File: src/rtl/fp32_pkg.sv
`default_nettype none
// ============================================================================
// Module   : fp32_pkg
// Purpose  : Shared constants, flag bit positions, FSM state type and a
//            field-packing helper for the iterative FP32 multiplier.
// Revision : 1.0 - initial release
// ============================================================================
package fp32_pkg;

  localparam int          FP32_BIAS   = 127;
  localparam logic [31:0] FP32_QNAN   = 32'h7FC0_0000;
  localparam int          FP32_MANT_W = 24;

  // Bit positions inside the 4-bit flags vector
  localparam int FLAG_INVALID   = 3;
  localparam int FLAG_OVERFLOW  = 2;
  localparam int FLAG_UNDERFLOW = 1;
  localparam int FLAG_INEXACT   = 0;

  typedef enum logic [1:0] {
    ST_IDLE  = 2'd0,
    ST_MUL   = 2'd1,
    ST_ROUND = 2'd2,
    ST_DONE  = 2'd3
  } state_e;

  function automatic logic [31:0] fp32_pack(input logic       s,
                                            input logic [7:0] e,
                                            input logic [22:0] f);
    return {s, e, f};
  endfunction

endpackage
`default_nettype wire

File: src/rtl/Fp32Decoder.sv
`default_nettype none
// ============================================================================
// Module   : Fp32Decoder
// Purpose  : Splits a raw FP32 word into sign/exponent/fraction and
//            classifies it as zero, denormal, infinity or NaN.
// Ports    : x         in  32  raw FP32 operand
//            sign      out 1   sign bit
//            exp       out 8   biased exponent
//            frac      out 23  stored fraction (no implicit bit)
//            is_zero   out 1   +/-0
//            is_denorm out 1   exponent 0, fraction non-zero
//            is_inf    out 1   +/-infinity
//            is_nan    out 1   any NaN (quiet or signalling)
// Revision : 1.0 - initial release
// ============================================================================
module Fp32Decoder (
  input  logic [31:0] x,
  output logic        sign,
  output logic [7:0]  exp,
  output logic [22:0] frac,
  output logic        is_zero,
  output logic        is_denorm,
  output logic        is_inf,
  output logic        is_nan
);

  logic exp_zero;
  logic exp_ones;
  logic frac_zero;

  assign sign      = x[31];
  assign exp       = x[30:23];
  assign frac      = x[22:0];

  assign exp_zero  = (x[30:23] == 8'h00);
  assign exp_ones  = (x[30:23] == 8'hFF);
  assign frac_zero = (x[22:0] == 23'd0);

  assign is_zero   = exp_zero &  frac_zero;
  assign is_denorm = exp_zero & ~frac_zero;
  assign is_inf    = exp_ones &  frac_zero;
  assign is_nan    = exp_ones & ~frac_zero;

endmodule
`default_nettype wire

File: src/rtl/fp32_iter_mul.sv
`default_nettype none
// ============================================================================
// Module   : fp32_iter_mul
// Purpose  : Iterative FP32 multiplier. Radix-2 shift-add over 24 cycles,
//            flush-to-zero for denormal inputs and outputs, valid/ready on
//            both sides, one operation in flight at a time.
// Ports    : clk        in  1   rising-edge clock
//            rst_n      in  1   asynchronous active-low reset
//            in_valid   in  1   operand pair valid
//            in_ready   out 1   accept operands (registered, IDLE only)
//            a, b       in  32  raw FP32 operands
//            out_valid  out 1   result valid, held until accepted
//            out_ready  in  1   consumer accepts result
//            result     out 32  FP32 product
//            flags      out 4   {invalid, overflow, underflow, inexact}
// Config   : FP32_MUL_RNE_EN defined   -> round to nearest even
//            FP32_MUL_RNE_EN undefined -> round toward zero
// Revision : 1.0 - initial release
// ============================================================================
module fp32_iter_mul
  import fp32_pkg::*;
(
  input  logic        clk,
  input  logic        rst_n,
  input  logic        in_valid,
  output logic        in_ready,
  input  logic [31:0] a,
  input  logic [31:0] b,
  output logic        out_valid,
  input  logic        out_ready,
  output logic [31:0] result,
  output logic [3:0]  flags
);

  localparam logic signed [9:0] BIAS_S = 10'(FP32_BIAS);

  // --------------------------------------------------------------------------
  // Operand decode
  // --------------------------------------------------------------------------
  logic        sa, sb;
  logic [7:0]  ea, eb;
  logic [22:0] fa, fb;
  logic        a_zero, a_den, a_inf, a_nan;
  logic        b_zero, b_den, b_inf, b_nan;

  Fp32Decoder u_dec_a (
    .x(a), .sign(sa), .exp(ea), .frac(fa),
    .is_zero(a_zero), .is_denorm(a_den), .is_inf(a_inf), .is_nan(a_nan)
  );

  Fp32Decoder u_dec_b (
    .x(b), .sign(sb), .exp(eb), .frac(fb),
    .is_zero(b_zero), .is_denorm(b_den), .is_inf(b_inf), .is_nan(b_nan)
  );

  // --------------------------------------------------------------------------
  // State
  // --------------------------------------------------------------------------
  state_e                   state_q,    state_d;
  logic                     in_ready_q, in_ready_d;
  logic [31:0]              result_q,   result_d;
  logic [3:0]               flags_q,    flags_d;
  logic                     sign_q,     sign_d;
  logic [7:0]               ea_q,       ea_d;
  logic [7:0]               eb_q,       eb_d;
  logic [FP32_MANT_W-1:0]   ma_q,       ma_d;
  logic [2*FP32_MANT_W-1:0] prod_q,     prod_d;
  logic [4:0]               cnt_q,      cnt_d;

  // --------------------------------------------------------------------------
  // Normalise / round path (consumed in ROUND)
  // --------------------------------------------------------------------------
  logic              norm;
  logic [22:0]       frac_t;
  logic              guard;
  logic              sticky;
  logic              round_inc;
  logic [23:0]       frac_r;
  logic signed [9:0] exp_pre;
  logic signed [9:0] exp_fin;

  always_comb begin
    norm   = prod_q[47];
    frac_t = prod_q[45:23];
    guard  = prod_q[22];
    sticky = |prod_q[21:0];
    if (norm) begin
      frac_t = prod_q[46:24];
      guard  = prod_q[23];
      sticky = |prod_q[22:0];
    end
`ifdef FP32_MUL_RNE_EN
    round_inc = guard & (sticky | frac_t[0]);
`else
    round_inc = 1'b0;
`endif
    // frac_r[23] is the carry out of the fraction; the fraction bits are
    // then all zero, which is exactly 1.0 at the next exponent.
    frac_r  = {1'b0, frac_t} + {23'd0, round_inc};
    exp_pre = $signed({2'b00, ea_q}) + $signed({2'b00, eb_q}) - BIAS_S
              + $signed({9'd0, norm});
    exp_fin = exp_pre + $signed({9'd0, frac_r[23]});
  end

  // --------------------------------------------------------------------------
  // Shift-add step: the low half of prod holds the remaining multiplier
  // bits, the high half accumulates; each step shifts the pair right by one.
  // --------------------------------------------------------------------------
  logic [24:0] add_sum;
  assign add_sum = {1'b0, prod_q[47:24]} + (prod_q[0] ? {1'b0, ma_q} : 25'd0);

  // --------------------------------------------------------------------------
  // Next-state / datapath
  // --------------------------------------------------------------------------
  always_comb begin
    state_d  = state_q;
    result_d = result_q;
    flags_d  = flags_q;
    sign_d   = sign_q;
    ea_d     = ea_q;
    eb_d     = eb_q;
    ma_d     = ma_q;
    prod_d   = prod_q;
    cnt_d    = cnt_q;

    case (state_q)
      ST_IDLE: begin
        if (in_valid && in_ready_q) begin
          sign_d  = sa ^ sb;
          flags_d = 4'd0;
          state_d = ST_DONE;
          if (a_nan || b_nan) begin
            result_d = FP32_QNAN;
          end else if ((a_inf && (b_zero || b_den)) ||
                       (b_inf && (a_zero || a_den))) begin
            result_d               = FP32_QNAN;
            flags_d[FLAG_INVALID]  = 1'b1;
          end else if (a_inf || b_inf) begin
            result_d = fp32_pack(sa ^ sb, 8'hFF, 23'd0);
          end else if (a_zero || a_den || b_zero || b_den) begin
            result_d = fp32_pack(sa ^ sb, 8'h00, 23'd0);
          end else begin
            ea_d    = ea;
            eb_d    = eb;
            ma_d    = {1'b1, fa};
            prod_d  = {24'd0, 1'b1, fb};
            cnt_d   = 5'd0;
            state_d = ST_MUL;
          end
        end
      end

      ST_MUL: begin
        prod_d = {add_sum, prod_q[23:1]};
        cnt_d  = cnt_q + 5'd1;
        if (cnt_q == 5'd23) begin
          state_d = ST_ROUND;
        end
      end

      ST_ROUND: begin
        flags_d = 4'd0;
        if (exp_fin >= 10'sd255) begin
          result_d                = fp32_pack(sign_q, 8'hFF, 23'd0);
          flags_d[FLAG_OVERFLOW]  = 1'b1;
          flags_d[FLAG_INEXACT]   = 1'b1;
        end else if (exp_fin <= 10'sd0) begin
          result_d                = fp32_pack(sign_q, 8'h00, 23'd0);
          flags_d[FLAG_UNDERFLOW] = 1'b1;
          flags_d[FLAG_INEXACT]   = 1'b1;
        end else begin
          result_d              = fp32_pack(sign_q, exp_fin[7:0], frac_r[22:0]);
          flags_d[FLAG_INEXACT] = guard | sticky;
        end
        state_d = ST_DONE;
      end

      ST_DONE: begin
        if (out_ready) begin
          state_d = ST_IDLE;
        end
      end

      default: begin
        state_d = ST_IDLE;
      end
    endcase

    // Registered ready: high exactly while the FSM sits in IDLE.
    in_ready_d = (state_d == ST_IDLE);
  end

  always_ff @(posedge clk or negedge rst_n) begin
    if (!rst_n) begin
      state_q    <= ST_IDLE;
      in_ready_q <= 1'b0;
      result_q   <= 32'd0;
      flags_q    <= 4'd0;
      sign_q     <= 1'b0;
      ea_q       <= 8'd0;
      eb_q       <= 8'd0;
      ma_q       <= '0;
      prod_q     <= '0;
      cnt_q      <= 5'd0;
    end else begin
      state_q    <= state_d;
      in_ready_q <= in_ready_d;
      result_q   <= result_d;
      flags_q    <= flags_d;
      sign_q     <= sign_d;
      ea_q       <= ea_d;
      eb_q       <= eb_d;
      ma_q       <= ma_d;
      prod_q     <= prod_d;
      cnt_q      <= cnt_d;
    end
  end

  assign in_ready  = in_ready_q;
  assign out_valid = (state_q == ST_DONE);
  assign result    = result_q;
  assign flags     = flags_q;

endmodule
`default_nettype wire

File: config.mk
export PLATFORM = sky130hd
export DESIGN_NAME = fp32_iter_mul
export DESIGN_NICKNAME = d
export VERILOG_FILES = /design/src/rtl/fp32_pkg.sv /design/src/rtl/Fp32Decoder.sv /design/src/rtl/fp32_iter_mul.sv
export SDC_FILE = /design/constraint.sdc
export NUM_CORES = 1
export LEC_CHECK = 0
export BUFFER_PORTS_ARGS = -buffer_cell sky130_fd_sc_hd__buf_2
export CAP_MARGIN = 40
export CORE_AREA = 4 4 125 127
export CTS_CLUSTER_SIZE = 25
export DETAILED_ROUTE_END_ITERATION = 10
export DIE_AREA = 0 0 129 131
export PLACE_DENSITY = 0.88
export REMOVE_ABC_BUFFERS = 1
export SETUP_SLACK_MARGIN = 0.2
export SKIP_CTS_REPAIR_TIMING = 1
export SLEW_MARGIN = 10
export SYNTH_ARGS = -nofsm -noshare
export SYNTH_HDL_FRONTEND = slang
export SYNTH_SLANG_ARGS = --single-unit
File: constraint.sdc
create_clock -name clk -period 4.09 [get_ports clk]
set_clock_uncertainty 0.05 [all_clocks]
set_input_delay 0.2045 -clock clk [delete_from_list [all_inputs] [get_ports clk]]
set_output_delay 0.2045 -clock clk [all_outputs]
set_load 0.01 [all_outputs]
# Word-level counts from Yosys, hierarchy flattened
# Cells that the tools add are included.
# Widths: inputs -> output; s select.
[totals]
out_inout_bits = 38
input_bits = 68
elab_cells = 111
register_bits = 133
[classes]
reduce_logical = 25
order_cmp = 2
n_bitwise = 16
muxes = 41
addsub = 5
n_eq_ne = 12
[op_table]
columns = ["op", "count"]
rows = [
  ["$mux 48", 5],
  ["$mux 32", 5],
  ["$pmux 48 s2", 1],
  ["$pmux 32 s2", 1],
  ["$mux 31", 2],
  ["$logic_not 23->1", 2],
  ["$add 24x24->25", 1],
  ["$mux 5", 5],
  ["$mux 24", 1],
  ["$mux 23", 1],
  ["$reduce_or 23->1", 1],
  ["$reduce_or 22->1", 1],
  ["$eq 8x8->1 const B", 2],
  ["$logic_not 8->1", 2],
  ["$mux 2", 7],
  ["$reduce_and 6->1", 2],
  ["$add 10x2->10", 1],
  ["$ge 10x9->1 const B", 1],
  ["$le 10x1->1 const B", 1],
  ["$ne 2x2->1 const B", 5],
  ["$pmux 5 s2", 1],
  ["$sub 9x7->10 const B", 1],
  ["$add 8x8->9", 1],
  ["$mux 1", 9],
  ["other kinds (18)", 42],
]

# Longest topological paths before layout
# Gate-level depths: netlist (run 1).
[logic_depth]
ltp_word = 13
ltp_mapped = 15
mapped_depth_nobuf = 12

# Hierarchy
# A second synthesis (run 1) with hierarchy kept.
[hier_totals]
cells_unflattened = 928
area_unflattened_um2 = 8296.7
[modules_own_cells]
columns = ["mod", "n_inst", "seq_area_each_um2", "cells_each", "area_per_inst_um2"]
rows = [
  ["fp32_iter_mul", 1, 3328.2, 824, 7546.0],
  ["Fp32Decoder", 2, 0.0, 52, 375.4],
]

# Least setup slack after synthesis (run 1)
# Ideal clock, no wire load.
[synth_path]
kind = "register to register"
startpoint = "register prod_q[47]"
endpoint = "register result_q[0], in the netlist result[0]"
path_slack_ns = 0.091
path_buffers = 3
required_ns = 3.918
period_less_slack_ns = 3.999
stages_incl_launch_ff = 16
arrival_ns = 3.828
setup_time_ns = 0.122
path_cell_list = "dfrtp_1 > clkbuf_1 > buf_1 > inv_1 > ha_1 > inv_1 > ha_1 > fa_1 > a21oi_1 > o21ai_1 > a211o_1 > a2111o_1 > o41a_1 > nand2_1 > buf_4 > o21ai_1"
[synth_via]
elab_chain_cells = 5
word_cells_on_any_way = 7
cone_classes = "add/sub: 1; order compare: 2; mux: 4"
[synth_rtl]
columns = ["element", "line", "rtl"]
rows = [
  ["start: declaration", "fp32_iter_mul.sv:67", "logic [2*FP32_MANT_W-1:0] prod_q, prod_d;"],
  ["start signal: assignment", "fp32_iter_mul.sv:214", "prod_q <= prod_d;"],
  ["$add 10x2->10", "fp32_iter_mul.sv:101", "+ $signed({9'd0, norm});"],
  ["$le 10x1->1", "fp32_iter_mul.sv:167", "end else if (exp_fin <= 10'sd0) begin"],
  ["$mux 31", "fp32_iter_mul.sv:167", ""],
  ["$mux 31 *", "fp32_iter_mul.sv:163", "if (exp_fin >= 10'sd255) begin"],
  ["$pmux 32 s2 *", "fp32_iter_mul.sv:126", "case (state_q)"],
  ["end signal: assignment", "fp32_iter_mul.sv:208", "result_q <= result_d;"],
  ["end: declaration", "fp32_iter_mul.sv:61", "logic [31:0] result_q, result_d;"],
]
# Every way passes the cells marked *; elsewhere a longest branch is shown, timed or not.
# A chain may end at the register's enable or synchronous reset.

# Worst setup path after layout (run 1)
[layout_path]
startpoint = "register prod_q[47]"
endpoint = "register result_q[6], in the netlist result[6]"
# The elaborated chain is that of the path after synthesis.

==> results.md, run 1 <==
- Status: complete, but fails checks
- Failing checks: hold timing
- Row cnt: 44
- Asr flop ratio synth: 1.00
- CP required: 4340 ps
- Slowest stage cell, crit path: a2111o_1
- Crit start category: flip-flop
- Final count of hold timing violations: 3
- CTS tree: done
- Die area: 0.0169 sq mm
- Area leader, netlist: dfrtp_1
- Root buf cell: clkbuf_16
- Nature of the critical path endpoint: flip-flop
- Clock latency on the worst-skew pair: 430 ps
- P_int: 4230 uW
- Setup TNS: 0 ps
- Area fraction of the dominant cell type after synthesis: 0.438
- Adder-Cell Fraction of Synth Area: 0.0727
- Yosys warnings: 0
- Initial antenna violation count: 0
- Antenna Cells: 0
- Clock Tree Buf Depth: 2
- Via density: 6.01
- Total GRT Usage: 0.229
- Max IR drop VDD: 0.000415 V
- Net Sw Power: 2810 uW
- First-pass DRT Iterations: 5
- Clk pwr share: 0.228
- Worst-path maximum fanout: 13
- Layout cells sized above 1: 0.219
- Largest net degree at the start of global routing: 69
- Nets: 1021
- I/O pin count: 106
- Buffers & Inverters on Critical Path: 3
- Top FF cell, synth: dfrtp_1
- DR vias: 6652
- Final GP Congestion: 0.883
- Worst slew margin: 0.468
- Post-route antenna net violation count: 0
- #FFs+latches synth: 133
- Top-count cell post-synth: dfrtp_1
- Routed WL: 19.4 mm
- Clock Sinks: 133
- Vias in the first global route: 6327
- Drt wl/cell: 17.5 um
- Syn_area_per_cell: 9.80 sq um
- Comb power frac: 0.450
- Fin area: 0.00931 sq mm
- XOR/XNOR Fraction of Synth Area: 0.0242
- Worst-path cell chain: inv_1 > ha_1 > inv_1 > ha_1 > fa_1 > a21oi_1 > o21ai_1 > a211o_1 > a2111o_1 > o41a_1 > nand2_2 > buf_4 > o21ai_1
- Fmax: 271 MHz
- Worst path top cell family by delay: compound AO/OA/AOI/OAI gates
- Max Cap Viol: 0
- Post-synth EDFFs: 0
- Power Density: 756 mW/mm^2
- Htree depth: 4
- Final setup vio count: 0
- Max Slew Vio Count: 0
- First-pass GRT wire length: 30.6 mm
- Critical path type: reg2reg
- Compound-cell area share of the yosys netlist: 0.172
- Worst path arrival time: 3930 ps
- Multiplexer share of the synthesized area: 0.0894
- Total grt overflow: 0
- Final hold slack: -8.80 ps
- Die W: 129 um
- Post-synth cell types: 70
- Clock transition at path regs: 60 ps
- Placed inst area: 0.00832 sq mm
- Sw frac: 0.399
- Chip Height: 131 um
- Pwr Total: 7040 uW
- Core region area: 0.0144 sq mm
- Period utilization: 0.901
- RSZ-0062 raised after global routing: no
- Main combinational cell family by area after synthesis: simple AND/OR/NAND/NOR gates
- 1st-iter DRT viols: 449
- Slew @ Worst Pin: 792 ps
- Total CTS buffers: 17
- DP HPWL: 13.4 mm
- Tmin final: 3680 ps
- Worst Hold Class: in2reg
- Layout area overhead: 22.4%
- Starting Density: 0.527
- Post-Syn Area: 0.00760 sq mm
- Crit-path max cell delay: 440 ps
- Sequential area share after synthesis: 0.438
- Post-Synth Simple-Gate Area: 0.177
- Post-Synthesis Cells: 776
- Port buffer count: 105
- DR DRC count: 0
- Synth area leaders: dfrtp_1 44%, ha_1 6.7%, mux2_2 5.8%
- Leakage: 0.00440 uW
- Seq pwr share: 0.323
- Leading cell types by count after synthesis: 133 x dfrtp_1, 107 x nand2_1, 48 x nor2_1
## area by class of cell
| cell class | instances | area, sq um |
|---|---|---|
| Timing Repair Buffer | 150 | 991 |
| Clock inverter | 13 | 169 |
| Clock buffer | 19 | 453 |
| Multi-Input combinational cell | 592 | 4080 |
| Tap cell | 184 | 230 |
| Fill cell | 1110 | 5120 |
| Inverter | 16 | 60.1 |
| Sequential cell | 133 | 3330 |
## registers in the layout, summed over array words and instances (netlist names)
name      cells
state_q       2
result       32
sign_q        1
cnt_q         5
flags         4
ea_q          8
ma_q         24
in_ready      1
prod_q       48
eb_q          8
## routing by layer
metal / share of wire / wire length [um] / up-vias / track usage
li1: - / - / 3136 / -
met1: 0.43 / 8280 / 3215 / 0.292
met2: 0.48 / 9330 / 248 / 0.373
met3: 0.060 / 1160 / 53 / 0.0589
met4: 0.030 / 584 / 0 / 0.0957
met5: 0 / 0 / - / 0
## power by group through the flow
stage,Combinational (uW),Clock (uW),Sequential [uW]
final,3160,1600,2270
after global routing,3540,1690,2330
after CTS,3110,1620,2260
after detailed placement,3050,0,2270
after global placement,2920,0,2250
after floorplan,2270,0,2200
## cell usage in the layout (no fill, tap or decap), types with 11 or more instances in the layout
master / count
nor2_1: 47
nand2_1: 106
buf_2: 104
xnor2_1: 11
nor4_1: 16
o21ai_1: 36
ha_1: 41
a21oi_1: 29
dlygate4sd3_1: 34
o21ai_0: 23
mux2i_1: 24
and2_1: 29
a31oi_1: 25
clkbuf_16: 17
dfrtp_1: 133
a221o_1: 11
mux2_2: 39
inv_1: 16
## cells by family (layout without fill, tap and decap cells)
group | after synthesis | count (layout)
DFF | 133 | 133
and+or+nand+nor | 270 | 270
adders and majority gates | 43 | 43
xor gates and xnor gates | 21 | 21
buffers and inverters | 51 | 198
muxes | 63 | 63
AOI/OAI and AO/OA | 195 | 195
## final timing paths
path                       slack [ps]    endpoint  startpoint  depth (start not counted)
max                               410   result[6]  prod_q[47]                         13
min                                -9  prod_q[19]       b[19]                          3
max reg2reg                       410   result[6]  prod_q[47]                         13
min reg2reg                       410    ma_q[23]    ma_q[23]                          1
max in group asynchronous        3050  result[26]       rst_n                          4
min in group asynchronous          50    ma_q[20]       rst_n                          2
## worst register-to-register path: stages (launching register included)
cell	delay (ps)
dfrtp_1	350
inv_1	50
ha_1	270
inv_1	40
ha_1	210
fa_1	420
a21oi_1	230
o21ai_1	150
a211o_1	330
a2111o_1	440
o41a_1	390
nand2_2	240
buf_4	260
o21ai_1	110
## metrics by stage
stage / setup WS [ps] / instances / util
6_report: 406 / 1107 / 0.645
5_1_grt: 224 / 1107 / 0.645
4_1_cts: 262 / 1072 / 0.620
3_5_place_dp: 310 / 1040 / 0.577
3_3_place_gp: 460 / 1039 / 0.575
2_1_floorplan: -94.5 / 741 / -
(Power assumes the default switching activity.)
==> inputs of run 2 (changes only) <==
--- a/config.mk
+++ b/config.mk
@@ -9,7 +9,7 @@
 export CAP_MARGIN = 40
-export CORE_AREA = 4 4 125 127
+export CORE_AREA = 4 4 131 133
 export CTS_CLUSTER_SIZE = 25
 export DETAILED_ROUTE_END_ITERATION = 10
-export DIE_AREA = 0 0 129 131
-export PLACE_DENSITY = 0.88
+export DIE_AREA = 0 0 135 137
+export PLACE_DENSITY = 0.87
 export REMOVE_ABC_BUFFERS = 1
@@ -20,2 +20,3 @@
 export SYNTH_HDL_FRONTEND = slang
+export SYNTH_HIERARCHICAL = 1
 export SYNTH_SLANG_ARGS = --single-unit
--- a/constraint.sdc
+++ b/constraint.sdc
@@ -4,2 +4,2 @@
 set_output_delay 0.2045 -clock clk [all_outputs]
-set_load 0.01 [all_outputs]
+set_load 0.1 [all_outputs]
==> results.md, run 2 <==
- Status: complete, but fails checks
- Failing checks: hold timing
- Layout area overhead: 15.2%
- Die W: 135 um (+4.7%)
- Setup TNS: 0 ps (unchanged)
- Htree depth: 4 (unchanged)
- Power Density: 774 mW/mm^2 (+2.4%)
- Die area: 0.0185 sq mm (+9.4%)
- Tmin final: 3600 ps (-82.0 ps)
- Leakage: 0.00466 uW (+6.0%)
- Chip Height: 137 um (+4.6%)
- Critical path type: reg2reg
- Core region area: 0.0158 sq mm (+9.7%)
- DP HPWL: 15.3 mm (+14%)
- Share of the core filled with cells: 0.604 (-0.0412)
- Total grt overflow: 0 (unchanged)
- Fmax: 278 MHz (+2.3%)
- Worst slew margin: 0.477 (+0.00882)
- Worst Hold Class: in2reg
- Leading cell types by count after synthesis: 177 x nand2_1, 133 x dfrtp_1, 64 x buf_4
- Fin cells: 1225 (+11%)
- Initial antenna violation count: 0 (unchanged)
- Top FF cell, synth: dfrtp_1
- Top-count cell post-synth: nand2_1
- Worst-path maximum fanout: 23 (+10)
- Worst path arrival time: 3830 ps (-100 ps)
- Post-route antenna net violation count: 0 (unchanged)
- Area fraction of the dominant cell type after synthesis: 0.401 (-0.0366)
- Clock Tree Buf Depth: 2 (unchanged)
- CTS tree: done
- Met1 Track Usage GR: 0.294 (+0.00183)
- Sequential area share after synthesis: 0.401 (-0.0366)
- Starting Density: 0.524 (-0.00287)
- Worst Hold Endpoint: ma_q[17]
- Row cnt: 46 (+4.5%)
- Asr flop ratio synth: 1.00 (unchanged)
- Final count of hold timing violations: 9 (+6)
- Final hold slack: -28.4 ps (-19.6 ps)
- I/O pin count: 106 (unchanged)
- Hold path start: a[17]
- Total CTS buffers: 17 (unchanged)
- Clock latency on the worst-skew pair: 420 ps (about the same)
- Routed WL: 21.5 mm (+11%)
- Slew @ Worst Pin: 785 ps (-7.14 ps)
- FILL cells: 1337 (+20%)
- Post-Syn Area: 0.00830 sq mm (+9.1%)
- 1st-iter DRT viols: 789 (+76%)
- Post-Synthesis Cells: 928 (+20%)
- Placed inst area: 0.00857 sq mm (+3.1%)
- Via density: 5.87 (-2.4%)
- CP required: 4320 ps (-20 ps)
- Biggest register: prod_q
- Worst slack at placement: 504 ps (+195 ps)
- Compound-cell area share of the yosys netlist: 0.179 (+0.00684)
- FF-to-FF End: result[22]
- Vias in the first global route: 6677 (+5.5%)
- Multiplexer share of the synthesized area: 0.0303 (-0.0591)
- Max Slew Vio Count: 0 (unchanged)
- DR vias: 7187 (+8.0%)
- Final GP Congestion: 0.927 (+5.0%)
- Adder-Cell Fraction of Synth Area: 0.0667 (-0.00609)
- Largest net degree at the start of global routing: 63 (-8.7%)
- Layout cells sized above 1: 0.183 (-0.0355)
- Max Cap Viol: 0 (unchanged)
- Nature of the critical path endpoint: flip-flop
- Antenna Cells: 0 (unchanged)
- M2 GR Usage: 0.360 (-0.0135)
- Yosys warnings: 6 (+6)
- Post-synth EDFFs: 0 (unchanged)
- Commonest non-fill, non-tap cell in the layout: nand2_1
- Post-Synth Simple-Gate Area: 0.197 (+0.0204)
- Worst reg2reg setup slack: 490 ps (+80 ps)
- Period utilization: 0.881 (-0.0200)
- Total GRT Usage: 0.224 (-0.00484)
- Syn_area_per_cell: 8.94 sq um (-8.7%)
- Crit start category: flip-flop
- Port buffer count: 105 (unchanged)
- Most frequent cells in the layout: 177 x nand2_1, 133 x dfrtp_1, 104 x buf_2
- XOR/XNOR Fraction of Synth Area: 0.0253 (+0.00114)
- Synth area leaders: dfrtp_1 40%, nand2_1 8.0%, ha_1 6.2%
- DR DRC count: 0 (unchanged)
- Fin area: 0.00956 sq mm (+2.7%)
- Area leader, netlist: dfrtp_1
- Nets: 1108 (+8.5%)
- Root buf cell: clkbuf_16
- #FFs+latches synth: 133 (unchanged)
- PnR worst setup slack: 488 ps (+82.0 ps)
- Max IR drop VDD: 0.000439 V (+5.8%)
- Clock transition at path regs: 60 ps (about the same)
- First-pass DRT Iterations: 8 (+3)
- Drt wl/cell: 17.6 um (+0.51%)
- Busiest grt layer: met2
- Clock Sinks: 133 (unchanged)
- First-pass GRT wire length: 33.1 mm (+8.1%)
- RSZ-0062 raised after global routing: no
- R2R Path Start: prod_q[47]
- Routing usage on met3: 0.0551 (-0.00380)
- R2R depth: 12 (-1)
- DP Cell Count: 1156 (+11%)
- Main combinational cell family by area after synthesis: simple AND/OR/NAND/NOR gates
- Max reg flops: 48 (unchanged)
- Final setup vio count: 0 (unchanged)
- Worst Hold Path Cells: 3 (unchanged)
- Post-synth cell types: 62 (-11%)
-- run 2: where the power goes --
group          leakage [uW]  total (uW)  switching [uW]  internal (uW)
Sequential          0.00172        2250             418           1840
Clock              0.000293        1580             587            991
Combinational       0.00265        3570            2450           1130
Total               0.00466        7400            3450           3950
-- run 2: cell families (layout without fill, tap and decap cells) --
logic type / count (synthesis) / count (layout)
simple gates: 341 / 341
compound gates: 210 / 210
buf+inv: 152 / 233
flops: 133 / 133
fa+ha+maj: 43 / 43
mux: 25 / 25
xor+xnor: 24 / 24
-- run 2: how the worst max path moves through the flow --
stage | endpoint | slack [ps] | start | depth (start not counted)
after floorplan | result[0] | -600 | prod_q[47] | 11
after global placement | result[21] | 570 | prod_q[47] | 12
after detailed placement | result[22] | 500 | prod_q[47] | 12
after CTS | result[22] | 500 | prod_q[47] | 12
after global routing | result[0] | 310 | ea_q[0] | 13
final | result[22] | 490 | prod_q[47] | 12
-- run 2: cell type report --
type                    instances  area [sq um]  share of cell area
flip-flops and latches        133          3330               0.348
well taps                     216           270              0.0283
clock inverters                11           150              0.0157
multi-input cells             643          4150               0.434
repair buffers                157          1040               0.109
clock buffers                  20           457              0.0478
inverters                      45           169              0.0177
-- run 2: per-stage QoR --
stage,hold WS (ps),power [uW]
2_1_floorplan,-141,4880
3_3_place_gp,271,5620
3_5_place_dp,276,5760
4_1_cts,-174,7350
5_1_grt,-20.3,7860
6_report,-28.4,7400
-- run 2: layer usage --
metal	vias up	part of all wire
li1	3383	-
met1	3450	0.42
met2	313	0.48
met3	41	0.072
met4	0	0.025
met5	-	0
-- run 2: critical path, cell delays in order, from the launching register on --
cell	delay, ps
dfrtp_1	350
inv_1	40
ha_1	260
inv_1	50
ha_1	220
fa_1	420
a21o_1	230
a2111o_1	420
xor2_1	180
or4_4	540
o211ai_2	140
buf_4	390
o21ai_0	170
